[src/rtl/ps2_pkg.sv]
// Shared types and constants for the PS/2 receive path.
// Holds the frame FSM states, the rejection codes and the timeout sizing helper.
package ps2_pkg;

    typedef enum logic [1:0] {
        ST_IDLE   = 2'd0,
        ST_DATA   = 2'd1,
        ST_PARITY = 2'd2,
        ST_STOP   = 2'd3
    } ps2_state_t;

    localparam logic [1:0] ERR_NONE    = 2'd0;
    localparam logic [1:0] ERR_PARITY  = 2'd1;
    localparam logic [1:0] ERR_STOP    = 2'd2;
    localparam logic [1:0] ERR_TIMEOUT = 2'd3;

    function automatic int unsigned timeout_cyc(input int unsigned clk_hz,
                                                 input int unsigned timeout_us);
        return (clk_hz / 1000000) * timeout_us;
    endfunction

endpackage

[src/rtl/ps2_rx_fifo.sv]
// Small synchronous byte FIFO; an extra pointer bit tells full from empty.
// A push while full is only accepted when a pop frees the head slot that same cycle.
module ps2_rx_fifo #(
    parameter int FIFO_DEPTH = 4,
    parameter int WIDTH      = 8
) (
    input  logic             clk,
    input  logic             rst_n,
    input  logic             push,
    input  logic [WIDTH-1:0] din,
    output logic             full,
    input  logic             pop,
    output logic [WIDTH-1:0] dout,
    output logic             empty
);

    localparam int AW = $clog2(FIFO_DEPTH);

    logic [AW:0]      r_wr_ptr;
    logic [AW:0]      r_rd_ptr;
    logic [WIDTH-1:0] r_mem [FIFO_DEPTH];
    logic             w_do_pop;
    logic             w_do_push;

    assign empty     = (r_wr_ptr == r_rd_ptr);
    assign full      = (r_wr_ptr[AW] != r_rd_ptr[AW]) &&
                       (r_wr_ptr[AW-1:0] == r_rd_ptr[AW-1:0]);
    assign w_do_pop  = pop & ~empty;
    assign w_do_push = push & (~full | w_do_pop);
    assign dout      = r_mem[r_rd_ptr[AW-1:0]];

    always_ff @(posedge clk or negedge rst_n) begin
        if (!rst_n) begin
            r_wr_ptr <= '0;
            r_rd_ptr <= '0;
            for (int i = 0; i < FIFO_DEPTH; i++) r_mem[i] <= '0;
        end else begin
            if (w_do_push) begin
                r_mem[r_wr_ptr[AW-1:0]] <= din;
                r_wr_ptr                <= r_wr_ptr + (AW+1)'(1);
            end
            if (w_do_pop) r_rd_ptr <= r_rd_ptr + (AW+1)'(1);
        end
    end

endmodule

[src/rtl/ps2_rx.sv]
// Receive-only PS/2 host: synchronize and deglitch the pins, decode 11-bit frames,
// queue good bytes in a FIFO and flag parity, stop-bit and inter-edge timeout errors.
module ps2_rx
    import ps2_pkg::*;
#(
    parameter int CLK_HZ     = 50000000,
    parameter int FILTER_LEN = 8,
    parameter int TIMEOUT_US = 2000,
    parameter int FIFO_DEPTH = 4
) (
    input  logic       m_clock,
    input  logic       p_reset_n,
    input  logic       ps2_clk,
    input  logic       ps2_dat,
    output logic [7:0] rx_data,
    output logic       rx_valid,
    input  logic       rx_ready,
    output logic       rx_err,
    output logic [1:0] err_code,
    output logic       overflow
);

    localparam int unsigned TIMEOUT_CYC = timeout_cyc(CLK_HZ, TIMEOUT_US);
    localparam int          TW          = $clog2(TIMEOUT_CYC + 1);

    logic [1:0]            r_clk_sync;
    logic [1:0]            r_dat_sync;
    logic [FILTER_LEN-1:0] r_filt;
    logic                  r_fclk;
    ps2_state_t            r_state;
    logic [2:0]            r_bit_cnt;
    logic [7:0]            r_shreg;
    logic                  r_parity;
    logic                  r_push;
    logic                  r_err;
    logic [1:0]            r_err_code;
    logic [TW-1:0]         r_to_cnt;

    logic w_clk_s;
    logic w_dat_s;
    logic w_all_lo;
    logic w_all_hi;
    logic w_strobe;
    logic w_full;
    logic w_empty;
    logic w_pop;

    assign w_clk_s  = r_clk_sync[1];
    assign w_dat_s  = r_dat_sync[1];
    assign w_all_lo = (r_filt == '0);
    assign w_all_hi = &r_filt;
    assign w_strobe = r_fclk & w_all_lo;

    // Pins idle high, so the synchronizers and filter start out high too.
    always_ff @(posedge m_clock or negedge p_reset_n) begin
        if (!p_reset_n) begin
            r_clk_sync <= 2'b11;
            r_dat_sync <= 2'b11;
            r_filt     <= '1;
            r_fclk     <= 1'b1;
        end else begin
            r_clk_sync <= {r_clk_sync[0], ps2_clk};
            r_dat_sync <= {r_dat_sync[0], ps2_dat};
            r_filt     <= {r_filt[FILTER_LEN-2:0], w_clk_s};
            if (w_all_hi)      r_fclk <= 1'b1;
            else if (w_all_lo) r_fclk <= 1'b0;
        end
    end

    // A strobe always takes priority over timeout expiry in the same cycle.
    always_ff @(posedge m_clock or negedge p_reset_n) begin
        if (!p_reset_n) begin
            r_state    <= ST_IDLE;
            r_bit_cnt  <= '0;
            r_shreg    <= '0;
            r_parity   <= 1'b0;
            r_push     <= 1'b0;
            r_err      <= 1'b0;
            r_err_code <= ERR_NONE;
            r_to_cnt   <= '0;
        end else begin
            r_push <= 1'b0;
            r_err  <= 1'b0;
            if (w_strobe) begin
                r_to_cnt <= '0;
                case (r_state)
                    ST_IDLE: begin
                        if (!w_dat_s) begin
                            r_state   <= ST_DATA;
                            r_bit_cnt <= '0;
                        end
                    end
                    ST_DATA: begin
                        r_shreg   <= {w_dat_s, r_shreg[7:1]};
                        r_bit_cnt <= r_bit_cnt + 3'd1;
                        if (r_bit_cnt == 3'd7) r_state <= ST_PARITY;
                    end
                    ST_PARITY: begin
                        r_parity <= w_dat_s;
                        r_state  <= ST_STOP;
                    end
                    ST_STOP: begin
                        r_state <= ST_IDLE;
                        if (^{r_shreg, r_parity} == 1'b0) begin
                            r_err      <= 1'b1;
                            r_err_code <= ERR_PARITY;
                        end else if (!w_dat_s) begin
                            r_err      <= 1'b1;
                            r_err_code <= ERR_STOP;
                        end else begin
                            r_push <= 1'b1;
                        end
                    end
                    default: r_state <= ST_IDLE;
                endcase
            end else if (r_state != ST_IDLE) begin
                if (r_to_cnt == TW'(TIMEOUT_CYC - 1)) begin
                    r_err      <= 1'b1;
                    r_err_code <= ERR_TIMEOUT;
                    r_state    <= ST_IDLE;
                    r_to_cnt   <= '0;
                end else begin
                    r_to_cnt <= r_to_cnt + TW'(1);
                end
            end else begin
                r_to_cnt <= '0;
            end
        end
    end

    // shreg stays put until the next frame's data bits, so it can feed the FIFO directly.
    ps2_rx_fifo #(
        .FIFO_DEPTH (FIFO_DEPTH),
        .WIDTH      (8)
    ) u_fifo (
        .clk   (m_clock),
        .rst_n (p_reset_n),
        .push  (r_push),
        .din   (r_shreg),
        .full  (w_full),
        .pop   (w_pop),
        .dout  (rx_data),
        .empty (w_empty)
    );

    assign w_pop    = rx_ready & ~w_empty;
    assign rx_valid = ~w_empty;
    assign rx_err   = r_err;
    assign err_code = r_err_code;
    assign overflow = r_push & w_full & ~w_pop;

endmodule

[config.mk]
export PLATFORM = sky130hd
export DESIGN_NAME = ps2_rx
export DESIGN_NICKNAME = d
export VERILOG_FILES = /design/src/rtl/ps2_pkg.sv /design/src/rtl/ps2_rx_fifo.sv /design/src/rtl/ps2_rx.sv
export SDC_FILE = /design/constraint.sdc
export NUM_CORES = 1
export LEC_CHECK = 0
export BUFFER_PORTS_ARGS = -buffer_cell sky130_fd_sc_hd__buf_2
export CAP_MARGIN = 30
export CELL_PAD_IN_SITES_DETAIL_PLACEMENT = 0
export CELL_PAD_IN_SITES_GLOBAL_PLACEMENT = 1
export CORE_MARGIN = 10
export CORE_UTILIZATION = 55
export CTS_CLUSTER_DIAMETER = 60
export DETAILED_ROUTE_END_ITERATION = 8
export HOLD_SLACK_MARGIN = 0.02
export PLACE_DENSITY = 0.86
export SLEW_MARGIN = 5
export SYNTH_ARGS = -nofsm -noshare
export SYNTH_HDL_FRONTEND = slang
export SYNTH_SLANG_ARGS = --single-unit
[constraint.sdc]
create_clock -name m_clock -period 4.1 [get_ports m_clock]
set_clock_uncertainty 0.2 [all_clocks]
set_input_delay 0.205 -clock m_clock [delete_from_list [all_inputs] [get_ports m_clock]]
set_output_delay 0.205 -clock m_clock [all_outputs]
set_load 0.1 [all_outputs]
[Yosys cells after proc, flatten, opt, wreduce, memory -nomap -nowiden]
Cells that the tools add are included.
Widths: inputs -> output; s select.
Storage, ports and cells
  flip-flop bits (word level): 86
  input bits: 5
  word-level logic and storage cells: 101
Cells by class
  reductions and logical operators: 16
  multiplexer cells: 35
  $add $sub $neg: 4
  bitwise logic cells: 12
  order comparisons: 3
  equality and inequality tests: 13
Operator list (count)
  $mux 17: 3
  $bwmux 32: 1
  $mux 8: 3
  $mux 2: 11
  $add 17x1->17 const B: 1
  $eq 17x17->1 const B: 1
  $bmux 8 s2: 1
  $demux 8 s2: 1
  $mux 1: 12
  $reduce_bool 2->1: 5
  $add 3x1->3 const B: 3
  $ne 3x3->1 const B: 3
  $reduce_xor 9->1: 1
  $logic_not 8->1: 1
  $pmux 2 s4: 1
  $reduce_and 4->1: 2
  $reduce_and 8->1: 1
  $and 1x1->1: 6
  $ge 3x3->1 const B: 2
  $not 2->3: 2
  $pmux 3 s2: 1
  $eq 2x2->1 const B: 2
  $reduce_and 2->1: 2
  $eq 3x3->1: 1
  13 further kinds: 16

[Logic depth before layout (Yosys ltp)]
  word-level depth: 6
  depth in mapped cells: 7
  mapped depth without buffers: 6

[By module]
From an unflattened synthesis, not the netlist that was laid out.
Second synthesis, totals
  cells, all modules: 344
  area total of the unflattened synthesis: 4156.5 um2
By module, submodules not included
  ps2_rx: instances 1, sequential area each 1217.4 um2, area an instance 2227.1 um2, cells each 191
  ps2_rx_fifo: instances 1, sequential area each 950.9 um2, area an instance 1929.4 um2, cells each 153

[Least setup slack after synthesis]
No wires, ideal clock.
  path type: register to register
  start point: reg u_fifo.r_rd_ptr[1]
  end point: reg u_fifo.r_rd_ptr[1]
  setup slack: 1.564 ns
  data arrival time: 2.211 ns
  data required time: 3.775 ns
  library setup time: 0.125 ns
  period minus slack after synthesis: 2.536 ns
  cell stages (with the launch flop): 6
  cell sequence: dfrtp_1 -> buf_4 -> xnor2_1 -> nand3b_1 -> nand2_1 -> mux2_2
Between the ends
  longest elaborated chain between the ends: 4
  elaborated cells between the ends (all ways): 5
Ends and longest elaborated chain
  from (decl): line ps2_rx_fifo.sv:20  | logic [AW:0] r_rd_ptr;
  from (signal assigned): line ps2_rx_fifo.sv:42  | if (w_do_pop) r_rd_ptr <= r_rd_ptr + (AW+1)'(1);
  $eq 3x3->1 *: line ps2_rx_fifo.sv:25  | assign empty = (r_wr_ptr == r_rd_ptr);
  $not 1->1 *
  via rx_valid: line ps2_rx.sv:16  | output logic rx_valid,
  $and 1x1->1: line ps2_rx.sv:146  | assign w_pop = rx_ready & ~w_empty;
  $and 1x1->1 *: line ps2_rx_fifo.sv:28  | assign w_do_pop = pop & ~empty;
Mark *: on every way through the listed nets, which the timed path passes. The rest lies on a longest branch.
A chain may end at the register's enable or synchronous reset.

[Worst setup path after layout]
  start point: reg u_fifo.r_rd_ptr[0]
  end point: out overflow
Between the ends
  longest elaborated chain between the ends: 5
  elaborated cells between the ends (all ways): 8
Ends and longest elaborated chain
  $eq 3x3->1: line ps2_rx_fifo.sv:25
  $not 1->1: line ps2_rx.sv:146
  $and 1x1->1: line ps2_rx.sv:146
  $not 1->1: line ps2_rx.sv:150  | assign overflow = r_push & w_full & ~w_pop;
  $and 1x1->1 *: line ps2_rx.sv:150
  to (decl): line ps2_rx.sv:20  | output logic overflow
Every way passes the cells marked *; elsewhere a longest branch is shown, timed or not.

==> impl_metrics.py <==
metrics = {
    "clock_network": {
        "cts_tree": "done",
        "root_buffer": "clkbuf_8",
        "clk_latency_ns": 0.35,
        "cts_sinks": 86,
        "path_clk_slew_ns": 0.09,
        "cts_buffer_depth": 2,
        "numCtsBuffers": 9,
        "cts_htree_levels": 3,
        "postCtsSetupBuffers": 0,
    },
    "critical_path": {
        "ff2ff_setup_slack_ns": 1.63,
        "crit_start": "u_fifo.r_rd_ptr[0]",
        "r2r-start": "u_fifo.r_rd_ptr[0]",
        "crit_family": "flip-flops",
        "critPathArrivalTime_ns": 2.14,
        "start_kind": "register",
        "rr_worst_depth": 5,
        "path_depth": 4,
        "slowest_stage": "dfrtp_1",
        "crit_chain": "xnor2_1 > and4b_1 > and2_1 > buf_2",
        "max_stage_delay_ns": 0.76,
        "endpoint_kind": "output port",
        "cp_num_buf_inv": 1,
        "crit_required_ns": 3.69,
        "crit_path_max_fanout": 11,
        "crit_type": "register to output port",
    },
    "cells_and_area": {
        "syn_to_final_growth_pct": 12.3,
        "antenna_cells": 0,
        "drive_above_1_share_pct": 33.0,
        "final_nets": 324,
        "mostFrequentLayoutCell": "dfrtp_1",
        "final_cell_mix": "dfrtp_1 (73), mux2_2 (41), nor2_1 (19)",
        "fillers": 529,
    },
    "floorplan": {
        "start_util_pct": 56.7,
        "io_pins": 18,
        "core_area_sq_um": 6790,
        "die_w_um": 104,
        "rows": 30,
        "die_y_um": 104,
        "design.die.area_sq_um": 10800,
    },
    "synthesis": {
        "netlist.area_leader.share_pct": 47.4,
        "synthFlopType": "dfrtp_1",
        "ys_ff_latch": 86,
        "netlist_instances": 280,
        "synth_area_leaders": "dfrtp_1 (47%), mux2_2 (12%), dfstp_2 (8.9%)",
        "synth_area_sq_um": 3850,
        "avgSynthCellArea_sq_um": 13.8,
        "ys_async_sr_fraction_pct": 100,
        "yosysSeqAreaShare_pct": 56.3,
        "yosys_warnings": 0,
        "syn_nets": 297,
        "yosys.area.top_type": "dfrtp_1",
        "synth-edff-count": 0,
        "ys_types": 39,
    },
    "power": {
        "power.internal_mw": 1.34,
        "swShare_pct": 24.0,
        "p_per_area_nw_per_um2": 409,
        "leakage_nw": 2.08,
        "peakVddDrop_uv": 280,
        "seqPwrFrac_pct": 52.9,
        "p_clk_share_pct": 39.0,
        "p_comb_share_pct": 8.1,
        "p_switching_mw": 0.425,
        "total_power_mw": 1.77,
    },
    "outcome": {
        "status": "finished, final reports clean",
    },
    "timing": {
        "setup_viol": 0,
        "slew_viol_final": 0,
        "fin_crit_sh_pct": 62.0,
        "finalHoldViolCount": 0,
        "timing.max_slew.rel_slack_pct": 56.9,
        "finalSetupTns_ns": 0,
        "max_freq_mhz": 393,
        "rsz0062_at_grt": "no",
        "tightest_slew_ns": 0.646,
        "worst_hold_slack_ns": 0.0576,
        "period_needed_ns": 2.54,
    },
    "detailed_routing": {
        "wl_um": 6540,
        "drtIter0Drc": 58,
        "vias": 2163,
        "vias_per_cell": 5.30,
        "drc_errors": 0,
        "antenna_left": 0,
        "first_pass_iters": 4,
        "post_drt_wl_per_cell_um": 16.0,
    },
    "grt": {
        "grt_max_degree": 72,
        "grt_first_pass_wirelength_um": 11100,
        "grt_pass1_vias": 2294,
        "grt_usage_pct": 12.5,
        "grt_overflow": 0,
        "antenna_found_initial": 0,
    },
    "placement": {
        "hpwl_um": 4410,
        "port_buffers": 17,
        "gp_congestion": 0.755,
    },
    "min_path": {
        "hp-class": "input pin to async pin",
    },
    "run": {
        "cap_violations": 0,
    },
}
[area by class of cell]
class	instances	area (sq um)	share of cell area [%]
inverter	5	18.8	0.434
multi-input combinational	183	1620	37.5
tap	96	120	2.78
timing repair buffer	22	155	3.59
clock buffer	12	165	3.82
sequential	86	2170	50.1
clock inverter	4	77.6	1.79
[what timing repair did]
item	4_1_cts	5_1_grt
gates resized for setup	0	0
hold buffers	4	0
endpoints found under the hold margin	77	0
[synth_stat cells, drive strengths merged, types with 4 or more instances]
cell and n:
nand4 4, mux4 8, nor2 19, nand3 10
xnor2 17, mux2 43, o21ai 6, dfrtp 73
ha 12, nand2 20, inv 5, xor2 9
buf 6, dfstp 13, nor4 5
[layer usage]
| layer | wire, um | vias to the layer above | global-route usage [%] |
|---|---|---|---|
| met3 | 233 | 7 | 3.66 |
| met5 | 0 | - | 0 |
| li1 | - | 1043 | - |
| met4 | 88 | 0 | 4.47 |
| met2 | 3040 | 26 | 20.1 |
| met1 | 3180 | 1087 | 15.8 |
[sequential cells by signal, indices dropped and copies added (netlist names), 3 cells and up]
| signal | count |
|---|---|
| r_bit_cnt | 3 |
| r_filt | 8 |
| r_shreg | 8 |
| r_to_cnt | 17 |
| u_fifo.r_mem | 32 |
| u_fifo.r_rd_ptr | 3 |
| u_fifo.r_wr_ptr | 3 |
[power by group through the flow]
stage                     sequential [mW]  combinational (mW)  clock, mW
after floorplan                     0.905               0.158          0
after global placement              0.953               0.137          0
after detailed placement            0.956               0.142          0
after CTS                           0.940               0.146      0.708
after global routing                0.947               0.156      0.749
final                               0.936               0.143      0.689
[metrics by stage]
step | utilization, % | area (sq um) | std cells | setup WS, ns
final | 63.7 | 4330 | 408 | 1.56
after global placement | 59.1 | 4020 | 387 | 1.67
after floorplan | - | 3850 | 280 | 1.56
after CTS | 63.7 | 4330 | 408 | 1.49
after global routing | 63.7 | 4330 | 408 | 1.38
after detailed placement | 59.5 | 4040 | 388 | 1.59
[cells by family (layout without fill, tap and decap cells)]
kind of cell | count (synthesis) | in the layout | synth area share (%)
and+or+nand+nor | 78 | 78 | 11.1
muxes | 54 | 54 | 18.0
adders and majority gates | 12 | 12 | 3.90
AOI/OAI and AO/OA | 11 | 11 | 1.95
DFF | 86 | 86 | 56.3
xor gates and xnor gates | 28 | 28 | 7.08
buffers and inverters | 11 | 43 | 1.66
[final timing paths]
kind	to
max	overflow
min	u_fifo.r_mem[30]
max reg2reg	u_fifo.r_mem[28]
min reg2reg	r_filt[0]
max in group asynchronous	r_filt[3]
min in group m_clock	r_filt[0]
Power figures use the tool's default switching activity.
